===== src/rtl/packet_framer.sv =====
`timescale 1ns/1ps
// packet_framer: frames TLP/DLLP byte streams into STP/SDP ... END/EDB K-symbol streams,
// with nullification, length and underrun handling and registered one-cycle error pulses.
module packet_framer #(
    parameter int MAX_TLP_BYTES = 4096,
    parameter int DLLP_BYTES    = 6
) (
    input  logic       clk,
    input  logic       rst_n,
    input  logic       tx_en,
    input  logic       in_valid,
    input  logic [7:0] in_data,
    input  logic [1:0] in_kind,
    input  logic       in_last,
    input  logic       in_abort,
    output logic       in_ready,
    output logic [7:0] out_data,
    output logic       out_dk,
    output logic       out_valid,
    output logic [1:0] out_kind,
    output logic       err_kind,
    output logic       err_len,
    output logic       err_underrun
);
    localparam int CNT_MAX = MAX_TLP_BYTES > DLLP_BYTES ? MAX_TLP_BYTES : DLLP_BYTES;
    localparam int CW = $clog2(CNT_MAX + 1);
    localparam logic [7:0] SYM_STP = 8'b111_11011;
    localparam logic [7:0] SYM_SDP = 8'b010_11100;
    localparam logic [7:0] SYM_END = 8'b111_11101;
    localparam logic [7:0] SYM_EDB = 8'b111_11110;
    localparam logic [7:0] SYM_PAD = 8'b111_10111;
    localparam logic [1:0] KIND_TLP  = 2'b01;
    localparam logic [1:0] KIND_DLLP = 2'b10;

    typedef enum logic [2:0] {S_IDLE, S_PAYLOAD, S_END, S_EDB, S_DISCARD} state_t;

    state_t        r_state, w_state_nxt;
    logic [CW-1:0] r_cnt, w_cnt_nxt, w_cnt_inc;
    logic [1:0]    r_kind, w_kind_nxt, w_okind;
    logic          r_drop, w_drop_nxt;
    logic [7:0]    w_data;
    logic          w_dk, w_ek, w_el, w_eu;
    logic          w_tlp_full, w_dllp_full;

    assign in_ready    = tx_en && (r_state == S_PAYLOAD || r_state == S_DISCARD);
    assign w_cnt_inc   = r_cnt + 1'b1;
    assign w_tlp_full  = w_cnt_inc == CW'(MAX_TLP_BYTES);
    assign w_dllp_full = w_cnt_inc == CW'(DLLP_BYTES);

    always_comb begin
        w_state_nxt = r_state;
        w_cnt_nxt   = r_cnt;
        w_kind_nxt  = r_kind;
        w_drop_nxt  = r_drop;
        w_data      = SYM_PAD;
        w_dk        = 1'b1;
        w_okind     = 2'b00;
        w_ek        = 1'b0;
        w_el        = 1'b0;
        w_eu        = 1'b0;
        case (r_state)
            S_IDLE: begin
                if (in_valid && (in_kind == KIND_TLP || in_kind == KIND_DLLP)) begin
                    w_kind_nxt  = in_kind;
                    w_okind     = in_kind;
                    w_data      = in_kind == KIND_TLP ? SYM_STP : SYM_SDP;
                    w_cnt_nxt   = '0;
                    w_state_nxt = S_PAYLOAD;
                end else if (in_valid) begin
                    w_ek        = 1'b1;
                    w_state_nxt = S_DISCARD;
                end
            end
            S_PAYLOAD: begin
                w_okind = r_kind;
                w_data  = SYM_EDB;
                if (!in_valid) begin
                    w_eu        = 1'b1;
                    w_state_nxt = S_DISCARD;
                end else if (in_abort) begin
                    w_state_nxt = in_last ? S_IDLE : S_DISCARD;
                end else begin
                    w_data    = in_data;
                    w_dk      = 1'b0;
                    w_cnt_nxt = w_cnt_inc;
                    if (r_kind == KIND_TLP) begin
                        if (in_last) begin
                            w_state_nxt = S_END;
                        end else if (w_tlp_full) begin
                            w_el        = 1'b1;
                            w_state_nxt = S_EDB;
                        end
                    end else if (in_last || w_dllp_full) begin
                        // a DLLP always closes with END; a missing last byte leaves the rest to be dropped
                        w_el        = !(in_last && w_dllp_full);
                        w_drop_nxt  = !in_last;
                        w_state_nxt = S_END;
                    end
                end
            end
            S_END: begin
                w_data      = SYM_END;
                w_okind     = r_kind;
                w_drop_nxt  = 1'b0;
                w_state_nxt = r_drop ? S_DISCARD : S_IDLE;
            end
            S_EDB: begin
                w_data      = SYM_EDB;
                w_okind     = r_kind;
                w_state_nxt = S_DISCARD;
            end
            S_DISCARD: begin
                if (in_valid && in_last) w_state_nxt = S_IDLE;
            end
            default: w_state_nxt = S_IDLE;
        endcase
    end

    always_ff @(posedge clk or negedge rst_n) begin
        if (!rst_n) begin
            r_state      <= S_IDLE;
            r_cnt        <= '0;
            r_kind       <= 2'b00;
            r_drop       <= 1'b0;
            out_data     <= 8'h00;
            out_dk       <= 1'b0;
            out_valid    <= 1'b0;
            out_kind     <= 2'b00;
            err_kind     <= 1'b0;
            err_len      <= 1'b0;
            err_underrun <= 1'b0;
        end else begin
            err_kind     <= tx_en && w_ek;
            err_len      <= tx_en && w_el;
            err_underrun <= tx_en && w_eu;
            if (tx_en) begin
                r_state   <= w_state_nxt;
                r_cnt     <= w_cnt_nxt;
                r_kind    <= w_kind_nxt;
                r_drop    <= w_drop_nxt;
                out_data  <= w_data;
                out_dk    <= w_dk;
                out_valid <= 1'b1;
                out_kind  <= w_okind;
            end
        end
    end
endmodule


===== config.mk =====
export PLATFORM = sky130hd
export DESIGN_NAME = packet_framer
export DESIGN_NICKNAME = d
export VERILOG_FILES = /design/src/rtl/packet_framer.sv
export SDC_FILE = /design/constraint.sdc
export NUM_CORES = 1
export LEC_CHECK = 0
export ABC_AREA = 0
export CORE_ASPECT_RATIO = 2
export CORE_UTILIZATION = 50
export DETAILED_ROUTE_END_ITERATION = 8
export PLACE_DENSITY = 0.74
export SYNTH_ARGS = -nofsm -noshare
export SYNTH_HDL_FRONTEND = slang
export SYNTH_SLANG_ARGS = --single-unit

===== constraint.sdc =====
create_clock -name clk -period 4 [get_ports clk]
set_clock_uncertainty 0.05 [all_clocks]
set_input_delay 1.2 -clock clk [delete_from_list [all_inputs] [get_ports clk]]
set_output_delay 1.2 -clock clk [all_outputs]
set_load 0.02 [all_outputs]

==> impl_results.md <==
- Status: completed
- Share of cells above drive strength 1: 9.73%
- Number of filler cells placed in the layout: 357
- Global-route wire length before repair: 8.20 mm
- Total GRT Usage: 26.5%
- Fraction of registers with async set/reset: 100%
- Sink Count: 34
- GRT overflow: 0
- Clock slew at reported path FFs: around 70 ps
- RSZ-0062 raised after global routing: false
- Largest net degree at the start of global routing: 35
- Slowest-stage cell, CP: clkdlybuf4s50_1
- WP data arrival: about 2600 ps
- Peak VDD IR: 0.268 mV
- Critical Path Fanout Max: 2
- Worst path cell trace: clkdlybuf4s50_1 -> clkinv_1 -> nor3_1 -> clkdlybuf4s50_1
- Die H: 92.7 um
- CTS root buf: clkbuf_8
- Setup crit end kind: output pin
- Power Density: between 400 and 500 nW/um^2
- Unique cell type count in the Yosys netlist: 55
- Hold Crit Class: reg -> reg
- Final net count: around 280
- Post-DRT Antenna Nets: 0
- Startpoint types: primary input
- Pre-antenna DRT Iters: 5
- Net switching power figure: 0.373 mW
- Syn_nets: 250
- Multi-input logic area: roughly 1100 sq um
- Detailed-placement wirelength estimate: 3.72 mm
- Fin Setup TNS: 0 ps
- Hold Slack: 417 ps
- FP Rows: 32
- Ys Warns: 0
- Final setup viols: 0
- Reg power frac: 42.4%
- Max stage delay on crit path: a little over 600 ps
- EDFF count, synth: 0
- Mapped Area: 2050 sq um
- Worst path bufs/invs: 3
- Worst-Skew Late Latency: 290 ps
- Worst path top cell family by delay: buffers and inverters
- Final Wtd Congestion: 0.974
- PnR Total Power: 1.11 mW
- Dominant cells by area after synthesis: dfrtp_1 (41%), o21ai_0 (6.3%), nor2_1 (5.3%)
- Routed WL: 5.06 mm
- Starting Density: 52.9%
- Leading area contributor after synthesis: dfrtp_1
- Vias: between 1,500 and 2,000
- Worst-margin pin slew: 667 ps
- Cts hold-fix bufs: 0
- Vias in the first global route: 1,806
- Number of I/O pins: 32
- Vias per std cell: around 6.0
- Clock buffer depth: 2
- Most common cell on crit path: clkdlybuf4s50_1
- Flops & latches, synth: 34
- CORE AREA: 3880 sq um
- Die area: ~4400 sq um
- Pint: 0.733 mW
- Synth-to-layout area growth: 20.4%
- Most common cell in the netlist: dfrtp_1
- Slew headroom: 55.2%
- Logic pwr share: 30.3%
- Starting DRT DRC Count: 49
- Slew Limit Fails: 0
- Max-Cap Viols: 0
- Crit Path Class: in -> out
- Avg WL per Cell: 16.4 um
- TritonCTS clock tree: built
- Setup Fix Bufs, Post-CTS: 0
- Most frequent cells after synthesis: dfrtp_1 (34), nor2_1 (29), o21ai_0 (26)
- FMAX: 262 MHz
- Syn_area_per_cell: 8.97 sq um
- Die width: 47.3 um
- CTS Buf Count: 5
- Final hold vios: 0
- Area fraction of the dominant cell type after synthesis: 41.4%
- Clock group share of total power: 27.2%
- Shortest period the worst path allows: 3820 ps
- Most used DFF post-synth: dfrtp_1
- Number of diodes: 0
- Htree depth: 2
- Initial antenna violation count: 0
- FF/Latch Area: roughly 850 sq um
- Drc violations: 0
- Mapped Cells: ~230
- Port Buf Inserts: 31
- Leakage: roughly 1 nW
- Critical path required time: 2750 ps
- Post_cts resized: 0
- Seq/Total Area, Yosys: 41.4%
- Final worst-path cycle share: 95.4%
- Switching share of power: 33.7%
[power by group through the flow]
stage          Clock, mW  Sequential (mW)  Combinational (mW)
4_1_cts            0.306            0.467               0.337
2_1_floorplan          0            0.475               0.195
6_report           0.301            0.469               0.336
3_3_place_gp           0            0.473               0.335
5_1_grt            0.319            0.477               0.367
3_5_place_dp           0            0.474               0.335
[logic make-up after synthesis]
logic type | count (synthesis) | share of synthesized area, %
xor gates and xnor gates | 3 | 1.28
AOI/OAI and AO/OA | 68 | 21.1
adders and majority gates | 5 | 3.05
DFF | 34 | 41.4
muxes | 5 | 2.80
buffers and inverters | 21 | 5.72
and+or+nand+nor | 93 | 24.6
[placed cells by master (no fill, tap or decap), types with 2 or more instances in the layout]
cell / n
or2_1: 2
o2bb2ai_1: 2
a31oi_1: 5
o21a_1: 2
mux2_2: 2
buf_4: 4
a22oi_1: 3
ha_1: 5
xor2_1: 2
o22a_1: 2
nand4_1: 6
inv_1: 5
nand2b_1: 7
and3_1: 3
clkdlybuf4s50_1: 31
nand2_1: 16
or3_1: 4
o31ai_1: 6
o21ai_0: 26
nor2_1: 29
nand3_1: 5
or4b_1: 2
a21oi_1: 10
clkbuf_8: 8
dfrtp_1: 34
and2_1: 2
nor3_1: 6
[routing by layer]
layer / wire length (um) / up-vias / GRT usage (%)
li1: - / 888 / -
met1: 1840 / 904 / 25.1
met2: 2880 / 51 / 47.9
met3: 138 / 16 / 4.09
met4: 205 / 0 / 16.0
met5: 0 / - / 0
[flip-flops by register name (all words and copies together), names as in the netlist]
register / count
r_cnt: 13
out_data: 8
r_state: 3
out_kind: 2
r_kind: 2
err_kind: 1
err_len: 1
err_underrun: 1
out_dk: 1
out_valid: 1
r_drop: 1
[final timing paths]
check                      startpoint          end  slack [ps]  cells after the start
hold / removal              out_valid    out_valid         420                      1
setup / recovery                tx_en     in_ready         180                      4
setup reg to reg             r_cnt[0]   r_state[2]         610                      8
hold reg to reg             out_valid    out_valid         420                      1
max in group asynchronous       rst_n  out_data[5]        2310                      2
min in group asynchronous       rst_n     err_kind        1260                      2
[per-stage QoR]
step	cells	setup WS, ps	area [sq um]	util (%)
after floorplan	229	618	2050	-
after global placement	300	188	2360	60.9
after detailed placement	300	195	2360	60.9
after CTS	308	180	2470	63.7
after global routing	308	104	2470	63.7
final	308	185	2470	63.7
[cell type report]
| type | count | share of cell area (%) |
|---|---|---|
| Clock buffer | 8 | 4.45 |
| Timing Repair Buffer | 35 | 13.8 |
| Tap cell | 51 | 2.58 |
| Multi-Input combinational cell | 174 | 43.9 |
| Inverter | 6 | 0.910 |
| Sequential cell | 34 | 34.4 |
(Power assumes the default switching activity.)
